<file path="src/rtl/vx_tex_sat_pipe.sv">
// Multi-lane pipelined fixed-point saturator for the texture unit.
// S1 rounds half-up and drops the fraction bits. S2 clamps each lane to an unsigned or signed
// OUT_W range and flags any lane that was clamped. The block has an elastic valid/ready
// handshake and a sticky saturation event counter.
module vx_tex_sat_pipe #(
    parameter int unsigned NUM_LANES = 4,
    parameter int unsigned IN_W      = 16,
    parameter int unsigned OUT_W     = 8,
    parameter int unsigned FRAC_W    = 4,
    parameter int unsigned CNT_W     = 16
) (
    input  logic                       clk,
    input  logic                       reset_n,
    input  logic                       valid_in,
    output logic                       ready_in,
    input  logic                       signed_in,
    input  logic [NUM_LANES*IN_W-1:0]  data_in,
    output logic                       valid_out,
    input  logic                       ready_out,
    output logic [NUM_LANES*OUT_W-1:0] data_out,
    output logic [NUM_LANES-1:0]       sat_out,
    output logic [CNT_W-1:0]           sat_count,
    input  logic                       clear_cnt
);

    // One guard bit above IN_W so that adding the rounding constant can never wrap.
    localparam int unsigned RW = IN_W + 1;

    localparam logic signed [RW-1:0] UMAX = RW'((1 << OUT_W) - 1);
    localparam logic signed [RW-1:0] SMAX = RW'((1 << (OUT_W - 1)) - 1);
    localparam logic signed [RW-1:0] SMIN = ~SMAX;

    localparam logic [OUT_W-1:0] CODE_UMAX = {OUT_W{1'b1}};
    localparam logic [OUT_W-1:0] CODE_SMAX = {1'b0, {(OUT_W - 1){1'b1}}};
    localparam logic [OUT_W-1:0] CODE_SMIN = {1'b1, {(OUT_W - 1){1'b0}}};

    if ((FRAC_W + OUT_W) >= IN_W || OUT_W < 2) begin : g_param_check
        $error("vx_tex_sat_pipe: need FRAC_W + OUT_W < IN_W and OUT_W >= 2");
    end

    logic                       s1_valid_q, s2_valid_q;
    logic                       s1_signed_q;
    logic [NUM_LANES*RW-1:0]    s1_data_q;
    logic [NUM_LANES*RW-1:0]    round_d;
    logic [NUM_LANES*OUT_W-1:0] s2_data_q, clamp_data_d;
    logic [NUM_LANES-1:0]       s2_sat_q, clamp_sat_d;
    logic [CNT_W-1:0]           sat_count_q;
    logic signed [RW-1:0]       lane_r;
    logic                       stage1_en, stage2_en, out_xfer;

    // A stage may load when it is empty or when the stage after it frees up this cycle.
    assign stage2_en = ~s2_valid_q | ready_out;
    assign stage1_en = ~s1_valid_q | stage2_en;
    assign ready_in  = stage1_en;
    assign out_xfer  = s2_valid_q & ready_out;

    assign valid_out = s2_valid_q;
    assign data_out  = s2_data_q;
    assign sat_out   = s2_sat_q;
    assign sat_count = sat_count_q;

    // Per-lane round-half-up and arithmetic shift on the sign-extended input.
    for (genvar i = 0; i < NUM_LANES; i++) begin : g_round
        logic signed [RW-1:0] x_ext;
        assign x_ext = {data_in[i*IN_W+IN_W-1], data_in[i*IN_W +: IN_W]};
        if (FRAC_W > 0) begin : g_rnd
            localparam logic signed [RW-1:0] HALF = RW'(1 << (FRAC_W - 1));
            assign round_d[i*RW +: RW] = (x_ext + HALF) >>> FRAC_W;
        end else begin : g_pass
            assign round_d[i*RW +: RW] = x_ext;
        end
    end

    // Clamp each S1 lane into the selected range and flag out-of-range lanes.
    always_comb begin
        clamp_data_d = '0;
        clamp_sat_d  = '0;
        lane_r       = '0;
        for (int i = 0; i < NUM_LANES; i++) begin
            lane_r = s1_data_q[i*RW +: RW];
            clamp_data_d[i*OUT_W +: OUT_W] = lane_r[OUT_W-1:0];
            if (s1_signed_q) begin
                if (lane_r < SMIN) begin
                    clamp_data_d[i*OUT_W +: OUT_W] = CODE_SMIN;
                    clamp_sat_d[i] = 1'b1;
                end else if (lane_r > SMAX) begin
                    clamp_data_d[i*OUT_W +: OUT_W] = CODE_SMAX;
                    clamp_sat_d[i] = 1'b1;
                end
            end else begin
                if (lane_r[RW-1]) begin
                    clamp_data_d[i*OUT_W +: OUT_W] = '0;
                    clamp_sat_d[i] = 1'b1;
                end else if (lane_r > UMAX) begin
                    clamp_data_d[i*OUT_W +: OUT_W] = CODE_UMAX;
                    clamp_sat_d[i] = 1'b1;
                end
            end
        end
    end

    // S1 register: rounded lanes plus the clamp mode travelling with them.
    always_ff @(posedge clk or negedge reset_n) begin
        if (!reset_n) begin
            s1_valid_q  <= 1'b0;
            s1_signed_q <= 1'b0;
            s1_data_q   <= '0;
        end else if (stage1_en) begin
            s1_valid_q <= valid_in;
            if (valid_in) begin
                s1_signed_q <= signed_in;
                s1_data_q   <= round_d;
            end
        end
    end

    // S2 register: clamped result; holds steady while downstream stalls.
    always_ff @(posedge clk or negedge reset_n) begin
        if (!reset_n) begin
            s2_valid_q <= 1'b0;
            s2_data_q  <= '0;
            s2_sat_q   <= '0;
        end else if (stage2_en) begin
            s2_valid_q <= s1_valid_q;
            if (s1_valid_q) begin
                s2_data_q <= clamp_data_d;
                s2_sat_q  <= clamp_sat_d;
            end
        end
    end

    // Sticky count of saturating output transfers; clear has priority.
    always_ff @(posedge clk or negedge reset_n) begin
        if (!reset_n) begin
            sat_count_q <= '0;
        end else if (clear_cnt) begin
            sat_count_q <= '0;
        end else if (out_xfer && (|s2_sat_q) && (sat_count_q != '1)) begin
            sat_count_q <= sat_count_q + CNT_W'(1);
        end
    end

endmodule

</file>
<file path="config.mk">
export PLATFORM = sky130hd
export DESIGN_NAME = vx_tex_sat_pipe
export DESIGN_NICKNAME = d
export VERILOG_FILES = /design/src/rtl/vx_tex_sat_pipe.sv
export SDC_FILE = /design/constraint.sdc
export NUM_CORES = 1
export LEC_CHECK = 0
export ABC_CLOCK_PERIOD_IN_PS = 3000
export CAP_MARGIN = 30
export CORE_UTILIZATION = 56
export CTS_BUF_LIST = sky130_fd_sc_hd__clkbuf_8
export CTS_CLUSTER_DIAMETER = 120
export DETAILED_ROUTE_END_ITERATION = 6
export PLACE_DENSITY = 0.9
export SYNTH_ARGS = -nofsm -noshare
export SYNTH_HDL_FRONTEND = slang
export SYNTH_SLANG_ARGS = --single-unit
</file>
<file path="constraint.sdc">
create_clock -name clk -period 3 [get_ports clk]
set_input_delay 0.9 -clock clk [delete_from_list [all_inputs] [get_ports clk]]
set_output_delay 0.9 -clock clk [all_outputs]
set_load 0.005 [all_outputs]
</file>
Word-level counts from Yosys, hierarchy flattened. Cells that the tools add are included.

Flip-flop bits (word level): 119. Input bits: 70. Logic and storage cells: 78.

Add/sub/neg operators: 5. $lt $le $gt $ge: 12. Equality and inequality tests: 1. Muxes and demuxes: 42. Bitwise operators: 5. Reduce and logical (&&, ||, !) cells: 6.

Operators by type and width (count): 8-bit two-way mux (20); 16-bit by 5-bit adder with 17-bit output (second input constant) (4); 17-bit by 8-bit > comparator with 1-bit output (second input constant) (3); 17-bit by 9-bit > comparator with 1-bit output (second input constant) (3); 17-bit by 8-bit < comparator with 1-bit output (second input constant) (3); 16-bit two-way mux (2); 1-bit two-way mux (20); 16-bit by 1-bit adder with 16-bit output (second input constant) (1); 16-bit != test (second input constant) (1); 13-bit by 8-bit > comparator with 1-bit output (second input constant) (1); 13-bit by 9-bit > comparator with 1-bit output (second input constant) (1); 13-bit by 8-bit < comparator with 1-bit output (second input constant) (1); 2-bit AND reduction (2); 4-bit OR reduction (1); 1-bit logical AND (2); 1-bit NOT (2); 1-bit bitwise OR (2); 2-bit nonzero test (1); 1-bit bitwise AND (1).

Longest topological paths before layout.
Depth in word-level cells: 5. Gate-level depth with buffers: 6.

Worst setup path before layout. Ideal clock, no wire load.

Path type: input-to-reg. Start point: in ready_out. End point: reg s1_data_q[0]. Setup time: 0.125 ns. Data arrival time: 2.093 ns. Slack: 0.782 ns. Cell stages on the path: 5. Cells stage by stage: nand3b_1 nand2_1 clkbuf_1 buf_1 mux2_2.

Longest elaborated chain between the ends: 3.

Ends and longest elaborated chain: start, declared (RTL line 19) `input logic ready_out,`; 1-bit bitwise OR (RTL line 52) `assign stage2_en = ~s2_valid_q | ready_out;`; 1-bit bitwise OR (RTL line 53) `assign stage1_en = ~s1_valid_q | stage2_en;`; 2-bit AND reduction (no source line); end signal, assigned (RTL line 112) `s1_data_q <= round_d;`; end, declared (RTL line 43) `logic [NUM_LANES*RW-1:0] s1_data_q;`.

No other way between the ends. A chain may end at the register's enable or synchronous reset.

Worst setup path after layout.
Start point: in ready_out. End point: out ready_in.

Longest elaborated chain between the ends: 2.

Ends and longest elaborated chain: 1-bit bitwise OR (RTL line 52); 1-bit bitwise OR (RTL line 53); end, declared (RTL line 15) `output logic ready_in,`.

No other way between the ends.

==> results.md <==
- Status: finished, final reports clean
- First-pass GRT wire length: 22200 um
- Max incr delay on CP: 520 ps
- Register area: 2680 um2
- Gp weighted congestion: 0.822
- Largest net degree at the start of global routing: 41
- #FFs+latches synth: 107
- Die width: 100 um
- Initial core utilization: 0.582
- Synth cell count leaders: 107 x dfrtp_1, 100 x nand2_1, 84 x o21ai_0
- Setup TNS: 0 ps
- Cells after synthesis: 587
- DR vias: 4854
- Max-slew violations: 0
- Min Clock Period, post-route: 2940 ps
- Clk buf depth: 2
- Post-route DRC violation count: 0
- Syn avg cell area: 9.20 um2
- Top sig layer: met4
- Number of enable flip-flop cells after synthesis: 0
- Root buf cell: clkbuf_8
- Worst ir drop on vdd: 312 uV
- Die area: 10000 um2
- Synthesized cell area: 5400 um2
- Post-synth top area cell: dfrtp_1
- Final Skew: 13.4 ps
- Nets: 769
- Num CTS Buffers: 9
- Crit start category: input pin
- TritonCTS clock tree: built
- Final HPWL DP: 9820 um
- Yosys cell types: 45
- Site Rows: 35
- Crit Path Max Fanout: 2
- Placed cell area: 6680 um2
- Post-CTS setup buffers: 0
- Core Area: 9280 um2
- Leakage: 2.82 nW
- Crit Path Class: in2out
- Sequential share of the synthesized area: 0.496
- Post-route cell area: 6920 um2
- Fmax: 340 MHz
- CP arrival: 2040 ps
- Final ANT Viol Nets: 0
- Hold crit path type: in2async
- CTS resizes: 0
- Vias in the first global route: 4699
- Drt first pass iters: 5
- CP dominant cell by count: clkdlybuf4s50_1
- Fin. Hold Viols: 0
- Unrepaired setup endpoints after global routing: no
- Multi-input combinational cell area: 2560 um2
- Hold buffer count at cts: 0
- Post-synth net total: 662
- Crit-path slowest cell: clkdlybuf4s50_1
- DR WL met3: 787 um
- Met1 WL: 5460 um
- Slew HR: 0.450
- Starting DRT DRC Count: 271
- PD cells: 536 nW/um2
- CP cell instances: clkdlybuf4s50_1 -> nand3b_1 -> clkdlybuf4s50_1
- Sink Count: 107
- N_diodes: 0
- Die H: 100 um
- H-tree Lvls: 3
- Routed len/inst: 16.0 um
- Actual slew at the worst max-slew pin: 817 ps
- Port buffer count: 111
- Antenna violations before repair: 0
- Share of the synthesized area in the top cell type: 0.496
- Vias/cell: 5.86
- Setup crit end kind: output port
- Clock Latency Late Sink: 370 ps
- Dominant cell by count in the synthesized netlist: dfrtp_1
- I/O pins: 124
- Required @ worst endpoint: 2100 ps
- Ys Warns: 0
- Met2 wire length: 6780 um
- CTS clk-pin slew, worst paths: 100 ps
- Final WL: 13200 um
- Area Overhead vs Synth: 28.1%
- Ys flop type: dfrtp_1
- Max-Cap Viols: 0
- Layout cells sized above 1: 0.0701
- R2r setup slk: 870 ps
- Total Routing Usage GR: 0.281
- Synth async-reset ratio: 1.00
- Post-route clock period utilization: 0.980
- Synth area leaders: dfrtp_1 50%, o21ai_0 7.8%, nand2_1 7.0%, xnor2_1 3.9%, a21oi_1 3.4%
- Fillers: 670
- Final setup fails: 0
- Grt ovf: 0
[worst max-delay path: cells and delay by family]
| kind | cells | cell delay [ps] |
|---|---|---|
| buffers and inverters | 2 | 1000 |
| and+or+nand+nor | 1 | 140 |
[through the flow]
step	worst slack, ps	cells	util	hold WS, ps	total power, W
floorplan	782	587	-	450	0.00219
global placement	101	812	0.720	463	0.00267
detailed placement	59.5	812	0.720	467	0.00272
CTS	55.6	828	0.745	491	0.00372
global route	19.6	828	0.745	515	0.00390
finish	61.0	828	0.745	486	0.00371
[per-layer routing]
layer / global-route usage / vias up
met5: 0 / -
li1: - / 2301
met1: 0.368 / 2335
met3: 0.0362 / 19
met2: 0.482 / 199
met4: 0.0992 / 0
[layout by cell type (no fill, tap or decap), types with 10 or more instances in the layout]
master             n
a21oi_1           37
a211oi_1          10
nand4_1           20
clkbuf_8          11
nand2_1           98
nor3_1            12
xor2_1            20
clkdlybuf4s50_1  110
inv_1             12
buf_4             15
nor2_1            14
dfrtp_1          107
xnor2_1           24
o21ai_0           84
nand3_1           26
[flip-flops by register name, summed over array words and instances, names as in the netlist]
register	flops
data_out	32
s1_data_q	52
s1_signed_q	1
s1_valid_q	1
sat_count	16
sat_out	4
valid_out	1
[final cells by class]
type,instances,share of cell area
clock inverters,5,0.0123
repair buffers,126,0.178
flip-flops and latches,107,0.387
multi-input cells,438,0.371
well taps,129,0.0233
inverters,12,0.00651
clock buffers,11,0.0219
[power by group]
group          total, W  internal, W  switching, W  leakage, nW
sequential      0.00185      0.00167      0.000181         1.32
combinational  0.000857     0.000460      0.000397         1.39
clock           0.00100     0.000519      0.000482        0.116
[cell families after synthesis]
group                    Yosys count  share of synthesized area
adder cells (fa/ha/maj)            5                     0.0116
XOR/XNOR                          44                     0.0714
multiplexers                       8                     0.0165
AO/OA/AOI/OAI                    160                      0.168
buffers and inverters             42                     0.0301
AND/OR/NAND/NOR                  221                      0.207
flip-flops                       107                      0.496
[worst paths after layout]
path,startpoint,endpoint,cells after the start
setup / recovery,ready_out,ready_in,3
hold / removal,reset_n,sat_count[3],1
setup reg to reg,sat_count[1],sat_count[12],5
hold reg to reg,data_out[30],data_out[30],1
max in group asynchronous,reset_n,s1_data_q[4],2
min in group clk,data_out[30],data_out[30],1
Power figures use the tool's default switching activity.
